===== src/rtl/ram_port_arbiter_if.sv =====
// Requester and RAM-macro signal bundle for ram_port_arbiter.
// slave is the arbiter side; master is the requester/RAM side.
interface ram_port_arbiter_if #(
  parameter int ADDR_W = 13,
  parameter int DATA_W = 32,
  parameter int N_REQ  = 4
);
  logic [N_REQ-1:0]        req;
  logic [N_REQ-1:0]        lock;
  logic [N_REQ-1:0]        we;
  logic [N_REQ*ADDR_W-1:0] addr;
  logic [N_REQ*DATA_W-1:0] wdata;
  logic [N_REQ-1:0]        gnt;
  logic [N_REQ-1:0]        rvalid;
  logic [DATA_W-1:0]       rdata;
  logic [ADDR_W-1:0]       ram_addr;
  logic                    ram_we;
  logic [DATA_W-1:0]       ram_wdata;
  logic [DATA_W-1:0]       ram_rdata;
  logic                    owner_busy;

  modport slave (
    input  req, lock, we, addr, wdata, ram_rdata,
    output gnt, rvalid, rdata, ram_addr, ram_we, ram_wdata, owner_busy
  );

  modport master (
    output req, lock, we, addr, wdata, ram_rdata,
    input  gnt, rvalid, rdata, ram_addr, ram_we, ram_wdata, owner_busy
  );
endinterface


===== src/rtl/ram_port_arbiter.sv =====
// Round-robin single-port RAM arbiter with bounded burst lock; grant is same-cycle,
// rvalid one cycle after a read grant; losers simply hold req until granted.
module ram_port_arbiter #(
  parameter int ADDR_W    = 13,
  parameter int DATA_W    = 32,
  parameter int N_REQ     = 4,
  parameter int MAX_BURST = 8
) (
  input logic              clk,
  input logic              rst_n,
  ram_port_arbiter_if.slave bus
);
  localparam int         PTR_W = (N_REQ > 1) ? $clog2(N_REQ) : 1;
  localparam logic [8:0] MAX_B = 9'(MAX_BURST);

  typedef enum logic {ST_IDLE, ST_LOCKED} state_t;

  state_t           state_q, state_d;
  logic [PTR_W-1:0] owner_q, owner_d;
  logic [PTR_W-1:0] rr_ptr_q, rr_ptr_d;
  logic [7:0]       burst_cnt_q, burst_cnt_d;
  logic [N_REQ-1:0] rvalid_q;

  logic [PTR_W-1:0] gnt_idx;
  logic             gnt_any;
  logic             hold_owner;
  logic [N_REQ-1:0] gnt;
  logic [8:0]       burst_inc;
  int               idx;

  // A locked owner that drops req releases in the same cycle and the normal search runs.
  always_comb begin
    gnt_any    = 1'b0;
    gnt_idx    = '0;
    idx        = 0;
    hold_owner = rst_n && (state_q == ST_LOCKED) && bus.req[owner_q];
    if (hold_owner) begin
      gnt_any = 1'b1;
      gnt_idx = owner_q;
    end else if (rst_n) begin
      for (int i = 0; i < N_REQ; i++) begin
        idx = (int'(rr_ptr_q) + i) % N_REQ;
        if (!gnt_any && bus.req[idx]) begin
          gnt_any = 1'b1;
          gnt_idx = PTR_W'(idx);
        end
      end
    end
    gnt = gnt_any ? (N_REQ'(1) << gnt_idx) : '0;
  end

  always_comb begin
    state_d     = state_q;
    owner_d     = owner_q;
    burst_cnt_d = burst_cnt_q;
    rr_ptr_d    = rr_ptr_q;
    burst_inc   = {1'b0, burst_cnt_q} + 9'd1;
    if (gnt_any) begin
      rr_ptr_d = (gnt_idx == PTR_W'(N_REQ - 1)) ? '0 : gnt_idx + PTR_W'(1);
    end
    if (hold_owner) begin
      if (!bus.lock[owner_q] || burst_inc >= MAX_B) begin
        state_d     = ST_IDLE;
        burst_cnt_d = '0;
      end else begin
        burst_cnt_d = burst_inc[7:0];
      end
    end else begin
      state_d     = ST_IDLE;
      burst_cnt_d = '0;
      if (gnt_any && bus.lock[gnt_idx] && (MAX_BURST > 1)) begin
        state_d     = ST_LOCKED;
        owner_d     = gnt_idx;
        burst_cnt_d = 8'd1;
      end
    end
  end

  always_ff @(posedge clk or negedge rst_n) begin
    if (!rst_n) begin
      state_q     <= ST_IDLE;
      owner_q     <= '0;
      rr_ptr_q    <= '0;
      burst_cnt_q <= '0;
      rvalid_q    <= '0;
    end else begin
      state_q     <= state_d;
      owner_q     <= owner_d;
      rr_ptr_q    <= rr_ptr_d;
      burst_cnt_q <= burst_cnt_d;
      rvalid_q    <= gnt & ~bus.we;
    end
  end

  assign bus.gnt        = gnt;
  assign bus.ram_addr   = gnt_any ? bus.addr[gnt_idx*ADDR_W +: ADDR_W]  : '0;
  assign bus.ram_wdata  = gnt_any ? bus.wdata[gnt_idx*DATA_W +: DATA_W] : '0;
  assign bus.ram_we     = gnt_any & bus.we[gnt_idx];
  assign bus.rvalid     = rvalid_q;
  assign bus.rdata      = bus.ram_rdata;
  assign bus.owner_busy = (state_q == ST_LOCKED);
endmodule


===== src/flat_wrapper.sv =====
// flat-port wrapper written by rule: the top's interface ports become plain ports
module ram_port_arbiter_flat 
#(
  parameter int ADDR_W    = 13,
  parameter int DATA_W    = 32,
  parameter int N_REQ     = 4,
  parameter int MAX_BURST = 8
)
  (clk, rst_n, bus_req, bus_lock, bus_we, bus_addr, bus_wdata, bus_ram_rdata, bus_gnt, bus_rvalid, bus_rdata, bus_ram_addr, bus_ram_we, bus_ram_wdata, bus_owner_busy);
  ram_port_arbiter_if #(.ADDR_W(ADDR_W), .DATA_W(DATA_W), .N_REQ(N_REQ)) bus_i ();
  input logic clk;
  input logic rst_n;
  input wire logic [$bits(bus_i.req)-1:0] bus_req;
  input wire logic [$bits(bus_i.lock)-1:0] bus_lock;
  input wire logic [$bits(bus_i.we)-1:0] bus_we;
  input wire logic [$bits(bus_i.addr)-1:0] bus_addr;
  input wire logic [$bits(bus_i.wdata)-1:0] bus_wdata;
  input wire logic [$bits(bus_i.ram_rdata)-1:0] bus_ram_rdata;
  output wire logic [$bits(bus_i.gnt)-1:0] bus_gnt;
  output wire logic [$bits(bus_i.rvalid)-1:0] bus_rvalid;
  output wire logic [$bits(bus_i.rdata)-1:0] bus_rdata;
  output wire logic [$bits(bus_i.ram_addr)-1:0] bus_ram_addr;
  output wire logic [$bits(bus_i.ram_we)-1:0] bus_ram_we;
  output wire logic [$bits(bus_i.ram_wdata)-1:0] bus_ram_wdata;
  output wire logic [$bits(bus_i.owner_busy)-1:0] bus_owner_busy;
  assign bus_i.req = bus_req;
  assign bus_i.lock = bus_lock;
  assign bus_i.we = bus_we;
  assign bus_i.addr = bus_addr;
  assign bus_i.wdata = bus_wdata;
  assign bus_i.ram_rdata = bus_ram_rdata;
  assign bus_gnt = bus_i.gnt;
  assign bus_rvalid = bus_i.rvalid;
  assign bus_rdata = bus_i.rdata;
  assign bus_ram_addr = bus_i.ram_addr;
  assign bus_ram_we = bus_i.ram_we;
  assign bus_ram_wdata = bus_i.ram_wdata;
  assign bus_owner_busy = bus_i.owner_busy;
  ram_port_arbiter #(.ADDR_W(ADDR_W), .DATA_W(DATA_W), .N_REQ(N_REQ), .MAX_BURST(MAX_BURST)) u_core (.clk(clk), .rst_n(rst_n), .bus(bus_i));
endmodule

===== config.mk =====
export PLATFORM = sky130hd
export DESIGN_NAME = ram_port_arbiter_flat
export DESIGN_NICKNAME = d
export VERILOG_FILES = /design/src/rtl/ram_port_arbiter_if.sv /design/src/rtl/ram_port_arbiter.sv /design/src/flat_wrapper.sv
export SDC_FILE = /design/constraint.sdc
export NUM_CORES = 1
export LEC_CHECK = 0
export ABC_AREA = 0
export CORE_AREA = 2 2 123 125
export DETAILED_ROUTE_END_ITERATION = 8
export DIE_AREA = 0 0 125 127
export HOLD_SLACK_MARGIN = 0.06
export PLACE_DENSITY = 0.65
export SLEW_MARGIN = 20
export SYNTH_ARGS = -nofsm -noshare
export SYNTH_HDL_FRONTEND = slang
export SYNTH_SLANG_ARGS = --single-unit

===== constraint.sdc =====
create_clock -name clk -period 2.3 [get_ports clk]
set_input_delay 0.23 -clock clk [delete_from_list [all_inputs] [get_ports clk]]
set_output_delay 0.23 -clock clk [all_outputs]
set_load 0.02 [all_outputs]

* Word-level counts from Yosys, hierarchy flattened *
Cells that the tools add are included.

cells by class
  add/sub/neg operators = 5
  multiply operators = 1
  reductions and logical operators = 15
  eq/ne operators = 2
  order comparisons = 7
  shift-type cells = 3
  bitwise operators = 7
  muxes and demuxes = 47

operator list
  operator                                                    number
  indexed part select 128 x 8 -> 32 bit                       1
  indexed part select 52 x 7 -> 13 bit                        1
  two-way mux 32 bit                                          1
  two-way mux 1 bit                                           27
  binary-select mux 1 bit (select 2 bit)                      8
  two-way mux 8 bit                                           2
  two-way mux 2 bit                                           7
  two-way mux 13 bit                                          1
  less-than comparator 3 x 4 -> 1 bit, second input constant  3
  adder 8 x 1 -> 9 bit, second input constant                 1
  >= comparator 9 x 4 -> 1 bit, second input constant         1
  less-than comparator 2 x 3 -> 1 bit, second input constant  3
  logical AND 1 bit                                           6
  multiplier 2 x 4 -> 6 bit, second input constant            1
  OR reduction 2 bit                                          3
  adder 2 x 1 -> 2 bit, second input constant                 2
  adder 2 bit, second input constant                          2
  AND 4 bit                                                   1
  zero test 1 bit                                             4
  two-way mux 4 bit                                           1
  inverter 4 bit                                              1
  left shift 1 x 2 -> 4 bit, first input constant             1
  AND 1 bit, first input constant                             3
  == test 2 bit, second input constant                        1
  5 further kinds                                             5

word-level totals
  register bits after elaboration = 17
  word-level logic and storage cells = 92
  input bits = 226
  output and inout bits = 87

* Logic depth before layout (Yosys ltp) *
  word-level depth = 25
  mapped depth = 8
  mapped depth without buffers = 7

* Worst setup path after synthesis *
No wires, ideal clock.

  path type = register to output
  start point = reg u_core.owner_q[0]
  end point = out bus_ram_addr[12]
  setup slack = -0.294 ns
  stages on the path, launching flop included = 8
  buffers on the path = 2
  data arrival time = 2.364 ns
  data required time = 2.070 ns
  path through = dfrtp_1 > mux2_4 > and2_4 > o41ai_4 > buf_6 > buf_6 > a211oi_1 > a211oi_1

on the way
  longest elaborated chain between the ends = 7
  elaborated cells on any way between the ends = 8

ends and longest elaborated chain
  element                                  line                    source
  start: declaration                       ram_port_arbiter.sv:19  logic [PTR_W-1:0] owner_q, owner_d;
  start signal: assignment                 ram_port_arbiter.sv:88  owner_q <= owner_d;
  binary-select mux 1 bit (select 2 bit)   ram_port_arbiter.sv:36  hold_owner = rst_n && (state_q == ST_LOCKED) && bus.req[owner_q];
  two-way mux 1 bit (implied by the code)  ram_port_arbiter.sv:36
  logical AND 1 bit                        ram_port_arbiter.sv:36
  two-way mux 2 bit                        ram_port_arbiter.sv:37  if (hold_owner) begin
  multiplier 2 x 4 -> 6 bit                ram_port_arbiter.sv:96  assign bus.ram_addr = gnt_any ? bus.addr[gnt_idx*ADDR_W +: ADDR_W] : '0;
  indexed part select 52 x 7 -> 13 bit     ram_port_arbiter.sv:96
  two-way mux 13 bit (*)                   ram_port_arbiter.sv:96
  end: declaration                         flat_wrapper.sv:22      output wire logic [$bits(bus_i.ram_addr)-1:0] bus_ram_addr;

Mark *: on every way between the ends. The rest lies on a longest branch, timed or not. The select of a mux whose other input is x is not followed.

* Worst setup path after layout *
  start point = reg u_core.owner_q[0]
  end point = out bus_ram_we

on the way
  longest elaborated chain between the ends = 7
  elaborated cells on any way between the ends = 8

ends and longest elaborated chain
  element                                  line                    source
  binary-select mux 1 bit (select 2 bit)   ram_port_arbiter.sv:36
  two-way mux 1 bit (implied by the code)  ram_port_arbiter.sv:36
  logical AND 1 bit                        ram_port_arbiter.sv:36
  two-way mux 2 bit                        ram_port_arbiter.sv:37
  binary-select mux 1 bit (select 2 bit)   ram_port_arbiter.sv:98  assign bus.ram_we = gnt_any & bus.we[gnt_idx];
  two-way mux 1 bit (implied by the code)  ram_port_arbiter.sv:98
  AND 1 bit (*)                            ram_port_arbiter.sv:98
  end: declaration                         flat_wrapper.sv:23      output wire logic [$bits(bus_i.ram_we)-1:0] bus_ram_we;

Marks and branches as above.

==> flow_summary.json <==
{
  "status": "finished, violations left",
  "violations": "negative setup slack",
  "worstSetupEndpoint": "bus_ram_we",
  "routed-wl-met3_um": 1144,
  "grt_pass1_vias": 3865,
  "start_util_pct": 21.15,
  "fin_area_um2": 6968,
  "clk_latency_ps": 250,
  "ys_warn_count": 0,
  "fin_ws_ps": -385.5,
  "dpl_cell_area_um2": 5827,
  "hpwlAfterDp_um": 10120,
  "path_clk_slew_ps": 50,
  "avgSynthCellArea_um2": 9.025,
  "antenna_cells": 0,
  "netlist_area_um2": 3050,
  "drc": 0,
  "die_area_um2": 15880,
  "max_freq_ghz": 0.3724,
  "finalMaxSlewViolations": 0,
  "critPathLaunch": "u_core.owner_q[0]$_DFFE_PN0P_",
  "placed_cells": 759,
  "first_pass_iters": 4,
  "power_leakage_nw": 2.635,
  "clockRootBuffer": "clkbuf_16",
  "rsz0062_at_grt": "yes",
  "crit_type": "flop to output pin",
  "ant_nets": 0,
  "cts_inserted_buffers": 3,
  "regToRegSetupSlack_ps": -60,
  "num-nets-final": 848,
  "skew_ps": 1.942,
  "pwr_density_cell_nw_per_um2": 646.8,
  "coreArea_um2": 14420,
  "initialDrtViolationCount": 91,
  "timing.rr.end": "u_core.owner_q[0]$_DFFE_PN0P_",
  "chipHeight_um": 127,
  "wl_per_cell_um": 18.26,
  "rr_worst_depth": 9,
  "ioPinCount": 313,
  "period_share_pct": 116.8,
  "grt_use_total_pct": 16.11,
  "clock-sinks": 17,
  "reg2reg_from": "u_core.owner_q[0]$_DFFE_PN0P_",
  "ir_drop_v": 0.0003266,
  "postSynthCellCount": 338,
  "relSlewSlack_pct": 65.95,
  "final_cells": 799,
  "hold_path.class": "input pin to async pin",
  "die-width_um": 125,
  "dr.max_layer_used": "met4",
  "startpoint_type": "flop",
  "setup_viol": 51,
  "drive_above_1_share_pct": 47.80,
  "maxCapViolations": 0,
  "crit_fanout": 6,
  "worst_slew_pin_slew_ps": 506.1,
  "yosys.cell_types.count": 40,
  "grt_max_degree": 42,
  "vias": 3780,
  "wl_met2_um": 7615,
  "grt_pass1_wl_um": 20800,
  "cp-end-kind": "output pin",
  "finalHoldViolCount": 0,
  "htreeDepth": 1,
  "portBuffers": 248,
  "crit_required_ps": 2070,
  "synth_top_cell_by_area": "a211oi_2",
  "area_growth_pct": 128.4,
  "cts.path.max_buffers": 2,
  "rows": 44,
  "crit_arrival_ps": 2460,
  "min_period_ps": 2685,
  "yosys.area.top_type_share_pct": 17.23,
  "wirelength_um": 14590,
  "seq_area_frac_synth_pct": 13.95,
  "overflow": 0,
  "place.gp.congestion": 0.8954,
  "vias_per_cell": 4.731,
  "antenna_found_initial": 0,
  "wl_met1_um": 5588,
  "cts_tree": "yes",
  "synth_seq_cells": 17,
  "synth.top_cells.by_area": "a211oi_2 17%, mux2i_1 16%, dfrtp_1 14%"
}
## what timing repair did
item | in CTS | in global routing
setup buffers | 23 | 7
setup endpoints to repair | 56 | 59
resized for setup | 353 | 66
gates cloned | 7 | 4
hold buffers | 0 | 0
pin swaps | 27 | 33
hold endpoints to repair | 0 | 0
## synthesized netlist by cell type
cell type,n
buf_1,1
clkbuf_1,9
mux2_2,2
o22ai_2,1
or3_1,1
and2_4,1
buf_6,3
conb_1,1
inv_1,8
a22oi_1,1
a311oi_1,1
nor2_1,5
and2_1,5
o21ai_0,3
a41oi_1,1
ha_1,6
mux2_4,1
or3b_2,1
a221o_1,2
xnor2_1,1
nand3_1,3
o31a_1,1
a211oi_1,50
dfrtp_1,17
nor3_1,1
buf_8,4
nor4_1,2
nand2_1,8
o221ai_1,1
a21boi_0,1
buf_4,32
mux4_2,1
buf_2,13
o41ai_4,1
nand2b_1,3
mux2i_1,48
o311ai_1,1
nor2b_1,52
a211oi_2,42
a21oi_1,3
## cell families (layout without fill, tap and decap cells)
group                      Yosys count  in the layout  synth area share [%]
AOI/OAI and AO/OA                  109            109                 34.41
xor gates and xnor gates             1              1                0.2872
buffers and inverters               70            343                 15.30
muxes                               52             52                 17.72
adders and majority gates            6              6                 2.461
DFF                                 17             17                 13.95
other                                1              5                0.1229
and+or+nand+nor                     82             82                 15.75
## worst min-delay path by stage
| stage | cells after the start | slack, ps | endpoint | start |
|---|---|---|---|---|
| floorplan | 0 | -70 | u_core.burst_cnt_q[0]$_DFF_PN0_ | rst_n |
| detailed placement | 0 | 460 | bus_rdata[13] | bus_ram_rdata[13] |
| finish | 3 | 460 | u_core.rr_ptr_q[0]$_DFFE_PN0P_ | rst_n |
| global route | 0 | 460 | bus_rdata[20] | bus_ram_rdata[20] |
| global placement | 0 | 460 | bus_rdata[13] | bus_ram_rdata[13] |
| CTS | 3 | 460 | u_core.rr_ptr_q[1]$_DFFE_PN0P_ | rst_n |
## critical path, cell delays in order (launching register included)
cell and delay, ps:
dfrtp_1 420, mux2_4 330, and2_4 170, o41ai_4 260, buf_6 190, buf_12 170
buf_12 140, nor2b_2 40, a211oi_2 210, a211oi_2 90, buf_4 170
## routing by layer
layer,GRT usage (%),up-vias
li1,-,1795
met1,18.00,1774
met2,30.95,183
met3,4.062,28
met4,3.137,0
met5,0,-
## state kept, by name, indices dropped and copies added, names as in the netlist
register,cells
u_core.bus.owner_busy,1
u_core.burst_cnt_q,8
u_core.owner_q,2
u_core.bus.rvalid,4
u_core.rr_ptr_q,2
## through the flow
step | utilization (%) | hold WS, ps | setup TNS (ps) | total power, mW | setup WS, ps
6_report | 48.31 | 455.7 | -16800 | 4.507 | -385.5
5_1_grt | 48.31 | 460.0 | -20440 | 4.756 | -450.3
4_1_cts | 45.99 | 459.4 | -20970 | 4.207 | -463.7
3_5_place_dp | 40.40 | 460.1 | -43030 | 3.106 | -896.4
3_3_place_gp | 40.40 | 460.1 | -41170 | 3.074 | -838.5
2_1_floorplan | - | -65.59 | -1768 | 2.011 | -44.44
## where the power goes
part	total (mW)	switching [mW]	internal (mW)
clock network	0.347	0.115	0.233
logic	3.76	1.69	2.06
registers	0.403	0.0528	0.351
total	4.51	1.86	2.65
## cell usage in the layout (no fill, tap or decap), types with 2 or more instances in the layout
cell               n
nor2b_1           38
inv_1              6
nor2b_4            2
mux2i_2           20
nor2_1             5
buf_16             6
a211oi_1           2
ha_4               3
o21ai_1            2
mux2i_1           21
buf_2              3
ha_1               3
nand3_1            2
conb_1             5
clkbuf_16          7
nor2b_2           12
buf_8              3
a21oi_2            2
a211oi_2          90
a221o_1            2
and2_4             5
mux2_4             2
mux2i_4            7
clkdlybuf4s50_1  195
buf_12            14
dlygate4sd2_1      3
nand2b_1           2
buf_6             18
nand2_1            8
dfrtp_1           16
buf_4             84
nor4_1             2
## final cells by class
class | instances | area [µm²]
clock inverters | 1 | 5.005
multi-input cells | 255 | 2743
inverters | 8 | 38.79
repair buffers | 331 | 3450
well taps | 184 | 230.2
fillers | 1316 | 7456
flip-flops and latches | 17 | 426.7
clock buffers | 3 | 75.07
No activity file was read; power rests on OpenSTA's default activity.
